File: config.mk
export PLATFORM = sky130hd
export DESIGN_NAME = reg_wb_commit
export DESIGN_NICKNAME = d
export VERILOG_FILES = /design/src/rtl/reg_wb_commit.sv
export SDC_FILE = /design/constraint.sdc
export NUM_CORES = 2
export LEC_CHECK = 0
export ABC_CLOCK_PERIOD_IN_PS = 3790
export CAP_MARGIN = 10
export CORE_ASPECT_RATIO = 0.6
export CORE_MARGIN = 5
export CORE_UTILIZATION = 62
export CTS_CLUSTER_DIAMETER = 120
export DETAILED_ROUTE_END_ITERATION = 10
export GPL_TIMING_DRIVEN = 0
export MAX_ROUTING_LAYER = met4
export PLACE_DENSITY = 0.81
export SLEW_MARGIN = 20
export SYNTH_ARGS = -nofsm -noshare
export SYNTH_HDL_FRONTEND = slang
export SYNTH_SLANG_ARGS = --single-unit
File: constraint.sdc
create_clock -name clk -period 3.79 [get_ports clk]
set_input_delay 0.758 -clock clk [delete_from_list [all_inputs] [get_ports clk]]
set_output_delay 0.758 -clock clk [all_outputs]
set_load 0.005 [all_outputs]
File: src/rtl/reg_wb_commit.sv
// reg_wb_commit
//   Write end of the register-forwarding interface. This block registers the
//   access-stage GPR/CSR write requests into the write-back stage and publishes
//   them on wb_* for the forwarding unit. It commits those wb writes into the
//   GPR array and the machine CSR bank, and serves the combinational decode
//   read ports.
//
//   Ports:
//     clk, rst                 core clock, synchronous active-high reset
//     as_reg_wr_*              access-stage GPR write request
//     as_csr_wr_*              access-stage CSR write request
//     hold_i / flush_i         stall (freezes wb) / kill of the as->wb transfer
//     wb_reg_wr_* / wb_csr_wr_*  registered wb-stage write requests
//     reg1/reg2/csr_rd_*       combinational read ports
//
//   Optional build macro: WB_READ_BYPASS_EN. When it is defined, a read of the
//   address being committed this cycle returns the wb write data. When it is
//   not defined, reads return the pre-write state.
module reg_wb_commit #(
  parameter int CPU_WIDTH      = 32,
  parameter int REG_ADDR_WIDTH = 5,
  parameter int CSR_ADDR_WIDTH = 12
) (
  input  logic                      clk,
  input  logic                      rst,
  input  logic                      as_reg_wr_en_i,
  input  logic [REG_ADDR_WIDTH-1:0] as_reg_wr_adder_i,
  input  logic [CPU_WIDTH-1:0]      as_reg_wr_data_i,
  input  logic                      as_csr_wr_en_i,
  input  logic [CSR_ADDR_WIDTH-1:0] as_csr_wr_adder_i,
  input  logic [CPU_WIDTH-1:0]      as_csr_wr_data_i,
  input  logic                      hold_i,
  input  logic                      flush_i,
  output logic                      wb_reg_wr_en_o,
  output logic [REG_ADDR_WIDTH-1:0] wb_reg_wr_adder_o,
  output logic [CPU_WIDTH-1:0]      wb_reg_wr_data_o,
  output logic                      wb_csr_wr_en_o,
  output logic [CSR_ADDR_WIDTH-1:0] wb_csr_wr_adder_o,
  output logic [CPU_WIDTH-1:0]      wb_csr_wr_data_o,
  input  logic [REG_ADDR_WIDTH-1:0] reg1_rd_adder_i,
  input  logic [REG_ADDR_WIDTH-1:0] reg2_rd_adder_i,
  input  logic [CSR_ADDR_WIDTH-1:0] csr_rd_adder_i,
  output logic [CPU_WIDTH-1:0]      reg1_rd_data_o,
  output logic [CPU_WIDTH-1:0]      reg2_rd_data_o,
  output logic [CPU_WIDTH-1:0]      csr_rd_data_o
);

  localparam int NUM_GPR = 1 << REG_ADDR_WIDTH;

  localparam logic [CSR_ADDR_WIDTH-1:0] CSR_MSTATUS  = CSR_ADDR_WIDTH'(12'h300);
  localparam logic [CSR_ADDR_WIDTH-1:0] CSR_MIE      = CSR_ADDR_WIDTH'(12'h304);
  localparam logic [CSR_ADDR_WIDTH-1:0] CSR_MTVEC    = CSR_ADDR_WIDTH'(12'h305);
  localparam logic [CSR_ADDR_WIDTH-1:0] CSR_MSCRATCH = CSR_ADDR_WIDTH'(12'h340);
  localparam logic [CSR_ADDR_WIDTH-1:0] CSR_MEPC     = CSR_ADDR_WIDTH'(12'h341);
  localparam logic [CSR_ADDR_WIDTH-1:0] CSR_MCAUSE   = CSR_ADDR_WIDTH'(12'h342);
  localparam logic [CSR_ADDR_WIDTH-1:0] CSR_MCYCLE   = CSR_ADDR_WIDTH'(12'hB00);
  localparam logic [CSR_ADDR_WIDTH-1:0] CSR_MCYCLEH  = CSR_ADDR_WIDTH'(12'hB80);

  // Reset value of mstatus: MPP = machine mode.
  localparam logic [CPU_WIDTH-1:0] MSTATUS_RST = CPU_WIDTH'(32'h0000_1800);

  logic [CPU_WIDTH-1:0]   gpr [NUM_GPR];
  logic [CPU_WIDTH-1:0]   mstatus, mie, mtvec, mscratch, mepc, mcause;
  logic [2*CPU_WIDTH-1:0] mcycle;

  logic                 reg_commit;
  logic                 csr_commit;
  logic [CPU_WIDTH-1:0] csr_wr_val;

  // A held wb write stays in place and retires on the edge where hold drops,
  // so hold must gate the commit. Writes to x0 are discarded here.
  assign reg_commit = wb_reg_wr_en_o && !hold_i && (wb_reg_wr_adder_o != '0);
  assign csr_commit = wb_csr_wr_en_o && !hold_i;
  assign csr_wr_val = (wb_csr_wr_adder_o == CSR_MEPC) ?
                      {wb_csr_wr_data_o[CPU_WIDTH-1:2], 2'b00} : wb_csr_wr_data_o;

  // as -> wb pipeline register
  always_ff @(posedge clk) begin
    if (rst) begin
      wb_reg_wr_en_o    <= 1'b0;
      wb_reg_wr_adder_o <= '0;
      wb_reg_wr_data_o  <= '0;
      wb_csr_wr_en_o    <= 1'b0;
      wb_csr_wr_adder_o <= '0;
      wb_csr_wr_data_o  <= '0;
    end else if (flush_i) begin
      wb_reg_wr_en_o <= 1'b0;
      wb_csr_wr_en_o <= 1'b0;
    end else if (!hold_i) begin
      wb_reg_wr_en_o    <= as_reg_wr_en_i;
      wb_reg_wr_adder_o <= as_reg_wr_adder_i;
      wb_reg_wr_data_o  <= as_reg_wr_data_i;
      wb_csr_wr_en_o    <= as_csr_wr_en_i;
      wb_csr_wr_adder_o <= as_csr_wr_adder_i;
      wb_csr_wr_data_o  <= as_csr_wr_data_i;
    end
  end

  // GPR array commit
  always_ff @(posedge clk) begin
    if (rst) begin
      for (int i = 0; i < NUM_GPR; i++) gpr[i] <= '0;
    end else if (reg_commit) begin
      gpr[wb_reg_wr_adder_o] <= wb_reg_wr_data_o;
    end
  end

  // CSR bank commit. mcycle counts every non-reset cycle. A committed write
  // to either half replaces that half and suppresses the increment.
  always_ff @(posedge clk) begin
    if (rst) begin
      mstatus  <= MSTATUS_RST;
      mie      <= '0;
      mtvec    <= '0;
      mscratch <= '0;
      mepc     <= '0;
      mcause   <= '0;
      mcycle   <= '0;
    end else begin
      if (csr_commit) begin
        case (wb_csr_wr_adder_o)
          CSR_MSTATUS:  mstatus  <= csr_wr_val;
          CSR_MIE:      mie      <= csr_wr_val;
          CSR_MTVEC:    mtvec    <= csr_wr_val;
          CSR_MSCRATCH: mscratch <= csr_wr_val;
          CSR_MEPC:     mepc     <= csr_wr_val;
          CSR_MCAUSE:   mcause   <= csr_wr_val;
          default: ;
        endcase
      end
      if (csr_commit && wb_csr_wr_adder_o == CSR_MCYCLE)
        mcycle[CPU_WIDTH-1:0] <= csr_wr_val;
      else if (csr_commit && wb_csr_wr_adder_o == CSR_MCYCLEH)
        mcycle[2*CPU_WIDTH-1:CPU_WIDTH] <= csr_wr_val;
      else
        mcycle <= mcycle + (2*CPU_WIDTH)'(1);
    end
  end

`ifdef WB_READ_BYPASS_EN
  logic wb_csr_impl;
  always_comb begin
    wb_csr_impl = 1'b0;
    case (wb_csr_wr_adder_o)
      CSR_MSTATUS, CSR_MIE, CSR_MTVEC, CSR_MSCRATCH,
      CSR_MEPC, CSR_MCAUSE, CSR_MCYCLE, CSR_MCYCLEH: wb_csr_impl = 1'b1;
      default: wb_csr_impl = 1'b0;
    endcase
  end
`endif

  always_comb begin
    reg1_rd_data_o = (reg1_rd_adder_i == '0) ? '0 : gpr[reg1_rd_adder_i];
    reg2_rd_data_o = (reg2_rd_adder_i == '0) ? '0 : gpr[reg2_rd_adder_i];
`ifdef WB_READ_BYPASS_EN
    if (reg_commit && !rst && reg1_rd_adder_i == wb_reg_wr_adder_o)
      reg1_rd_data_o = wb_reg_wr_data_o;
    if (reg_commit && !rst && reg2_rd_adder_i == wb_reg_wr_adder_o)
      reg2_rd_data_o = wb_reg_wr_data_o;
`endif
  end

  always_comb begin
    csr_rd_data_o = '0;
    case (csr_rd_adder_i)
      CSR_MSTATUS:  csr_rd_data_o = mstatus;
      CSR_MIE:      csr_rd_data_o = mie;
      CSR_MTVEC:    csr_rd_data_o = mtvec;
      CSR_MSCRATCH: csr_rd_data_o = mscratch;
      CSR_MEPC:     csr_rd_data_o = mepc;
      CSR_MCAUSE:   csr_rd_data_o = mcause;
      CSR_MCYCLE:   csr_rd_data_o = mcycle[CPU_WIDTH-1:0];
      CSR_MCYCLEH:  csr_rd_data_o = mcycle[2*CPU_WIDTH-1:CPU_WIDTH];
      default:      csr_rd_data_o = '0;
    endcase
`ifdef WB_READ_BYPASS_EN
    if (csr_commit && !rst && wb_csr_impl && csr_rd_adder_i == wb_csr_wr_adder_o)
      csr_rd_data_o = csr_wr_val;
`endif
  end

endmodule

==> flow_metrics.py <==
metrics = {
    "yosys": {
        "asyncSetResetFlopFracSynth": 0,
        "synth_seq_cells": 1363,
        "synth_area_per_cell_um2": 13.08,
        "synth_edf_count": 1024,
        "synth_seq_area_share": 0.5404,
        "synth_cell_type_count": 76,
        "synth_top_flop_cell": "sky130_fd_sc_hd__edfxtp_1",
        "synthCells": 5311,
        "syn-cell-area_mm2": 0.06946,
        "yosys_warnings": 0,
    },
    "critical_path": {
        "wp_data_arrival_ns": 4.29,
        "critical-path-max-stage-delay_ns": 0.96,
        "timing.setup.critical_path_class": "in -> reg",
        "critPathLaunch": "rst",
        "worst_path_most_repeated_cell": "sky130_fd_sc_hd__nor2_1",
        "worst-endpoint-required_ns": 4.16,
        "cp_num_buf_inv": 1,
        "critical-path-top-delay-family": "simple AND/OR/NAND/NOR gates",
        "worst_setup_path_start_kind": "input port",
        "cp_max_stage_cell": "sky130_fd_sc_hd__or2_2",
        "worst_r2r_startpoint": "wb_csr_wr_adder_o[7]",
        "path_max_fanout": 32,
        "end_kind": "flop",
        "timing.critical_path.cells": "clkbuf_1, or3b_2, nor2_1, nand3b_1, nor2_1, or2_2",
    },
    "clock_tree": {
        "clock-sinks": 1363,
        "cts_tree": "done",
        "clk_transition_reported_paths_ns": 0.07,
        "cts_made_buffers": 131,
        "postCtsHoldBufs": 0,
        "clock_latency_ns": 0.77,
        "htree_num_levels": 4,
        "cts-root-buf": "sky130_fd_sc_hd__clkbuf_16",
        "cts-root-to-sink-buffers": 3,
    },
    "sta": {
        "whs_ns": 0.4257,
        "min_period_ns": 3.923,
        "final_critical_path_setup_slack_ns": -0.1326,
        "slew_violations": 0,
        "max_slew.worst_pin.slew_ns": 1.338,
        "finalSetupViolations": 344,
        "hold_violations": 0,
        "slew_headroom": 0.1083,
        "timing.fmax_ghz": 0.2549,
        "grt_setup_unrepaired": "true",
        "skew_ns": 0.02510,
        "finalCritPeriodShare": 1.035,
    },
    "final_layout": {
        "fin_util": 0.7328,
        "fillCellCount": 7039,
        "final_nets": 5965,
        "syn_to_final_growth_pct": 17.75,
        "layout.cells.most_common": "sky130_fd_sc_hd__edfxtp_1",
        "layout.cells.most_common_list": "sky130_fd_sc_hd__edfxtp_1, sky130_fd_sc_hd__and2_1, sky130_fd_sc_hd__mux4_2",
        "layout-drive-gt1-share": 0.2214,
    },
    "power_and_ir_drop": {
        "seq_power_share": 0.487,
        "p_leak_nw": 29.10,
        "switching_power_w": 0.008374,
        "power.density_cell_area_mw_per_mm2": 420.1,
        "sw_frac_of_total": 0.2437,
        "power_frac_clock": 0.405,
        "vdd.ir_drop.worst_mv": 0.4008,
        "p_comb_frac": 0.108,
        "p_int_w": 0.02599,
    },
    "placed_design": {
        "portBuffers": 278,
        "hpwlAfterDp_mm": 192.0,
        "gpl.final_weighted_congestion": 1.096,
    },
    "grt": {
        "via_count_of_the_first_global_routing_pass": 50650,
        "gr-usage-met3": 0.2434,
        "grt_overflow": 0,
        "grt_pass1_wl_mm": 364.0,
        "grt_antenna_before_repair": 9,
        "grt_max_degree": 33,
        "most_used_routing_layer_in_global_routing": "met1",
        "global_route.usage.total": 0.4453,
        "use_met1": 0.6316,
        "global_route.usage.met2": 0.5362,
    },
    "routing": {
        "detailedRoute.firstIterationViolations": 10750,
        "wl_per_cell_um": 35.27,
        "via_count": 53420,
        "final_antenna_net_count": 0,
        "postRouteWirelength_mm": 263.3,
        "drt_drc_violations_left": 0,
        "detailed_routing_iteration_count_for_the_pre_antenna_repair_pass": 10,
        "viasPerCell": 7.156,
    },
    "status": {
        "run_status": "finished with violations",
        "failing_checks": "negative setup slack",
    },
    "floorplan": {
        "floorplan.rows": 95,
        "core_region_area_mm2": 0.1116,
        "design.portCount": 288,
        "floorplan.initialDensity": 0.6223,
        "die_area_mm2": 0.1190,
        "floorplan.die.height_um": 269.3,
        "die_width_um": 442.1,
    },
    "worst_hold_path": {
        "hp-start": "hold_i",
        "timing.hold.worst.class": "in -> reg",
    },
    "run": {
        "drv_cap": 0,
    },
}
metrics by stage:
step / power (W) / cells / area [um^2] / TNS [ns] / worst slack, ns
global placement: 0.02020 / 7123 / 74240 / -585.82 / -1.830
finish: 0.03436 / 7465 / 81790 / -13.18 / -0.1326
detailed placement: 0.02031 / 7126 / 74320 / -633.32 / -1.876
CTS: 0.03395 / 7429 / 81320 / -0.4702 / -0.1712
global route: 0.03493 / 7464 / 81790 / -0.4275 / -0.06134
floorplan: 0.01881 / 5342 / 69580 / 0 / 0.4158
per-layer routing:
| metal | share of wire | vias to the layer above | wire (um) |
|---|---|---|---|
| li1 | - | 20750 | - |
| met1 | 0.37 | 26510 | 96730 |
| met2 | 0.38 | 5409 | 99850 |
| met3 | 0.21 | 760 | 55500 |
| met4 | 0.043 | 0 | 11250 |
| met5 | 0 | - | 0 |
cell families after synthesis:
family                   Yosys count  synth area share
XOR/XNOR                          20          0.002522
multiplexers                     652            0.2093
AO/OA/AOI/OAI                    620           0.05339
buffers and inverters            645           0.03813
other                              1        0.00005399
AND/OR/NAND/NOR                 2009            0.1561
adder cells (fa/ha/maj)            1         0.0001801
flip-flops                      1363            0.5404
flip-flops by register name (all words and copies together), names as in the netlist, 5 cells and up:
signal and flops:
mscratch 32, wb_csr_wr_data_o 32, mstatus 32, mie 32
wb_csr_wr_adder_o 12, mepc 32, mcycle 64, wb_reg_wr_data_o 32
mtvec 32, gpr 1024, mcause 32, wb_reg_wr_adder_o 5
synthesized netlist by cell type (all sizes together) (26+ instances only):
cell / instances / share of area
edfxtp: 1024 / 0.44
and2: 1010 / 0.091
nand2: 648 / 0.035
mux4: 640 / 0.21
clkbuf: 431 / 0.023
dfxtp: 339 / 0.098
a21oi: 328 / 0.024
buf: 144 / 0.011
nor2: 99 / 0.0054
o21ai: 95 / 0.0068
inv: 70 / 0.0038
a22oi: 65 / 0.0070
nand3: 60 / 0.0043
nand4: 34 / 0.0034
or2: 33 / 0.0030
a211oi: 31 / 0.0034
a222oi: 31 / 0.0045
nor3: 26 / 0.0021
area by class of cell:
cell class                 count  area, um^2  share of cell area
sequential                  1363       37540              0.4589
multi-input combinational   3334       29630              0.3622
buffer                       572        4227             0.05167
timing repair buffer         383        3860             0.04719
clock buffer                 184        3796             0.04641
tap                         1503        1881             0.02299
clock inverter                48       585.6            0.007159
inverter                      70       262.8            0.003212
antenna                        8       20.02           0.0002448
timing repair:
action	CTS	global route
cloned	8	1
pin swaps	24	15
buffers inserted	66	29
hold endpoints to repair	0	0
endpoints found under the setup margin	96	264
resized for setup	800	96
power by group through the flow:
stage	combinational [W]	clock [W]	sequential, W
3_3_place_gp	0.00322	0	0.0170
3_5_place_dp	0.00328	0	0.0170
5_1_grt	0.00378	0.0144	0.0168
2_1_floorplan	0.00191	0	0.0169
4_1_cts	0.00352	0.0137	0.0167
6_report	0.00372	0.0139	0.0167
path summary, 6_finish.rpt:
path,to,slack [ns],cells past startpoint
worst max-delay path,gpr[8][16],-0.13,6
worst min-delay path,wb_reg_wr_en_o,0.43,3
worst max register to register,mcycle[37],-0.08,5
worst min register to register,mepc[3],0.45,2
tightest hold or removal path, cell delays in order:
cell	delay [ns]
sky130_fd_sc_hd__buf_2	0.16
sky130_fd_sc_hd__mux2i_1	0.16
sky130_fd_sc_hd__nor3_1	0.05
Note: power is estimated with default switching activity, not from simulation.
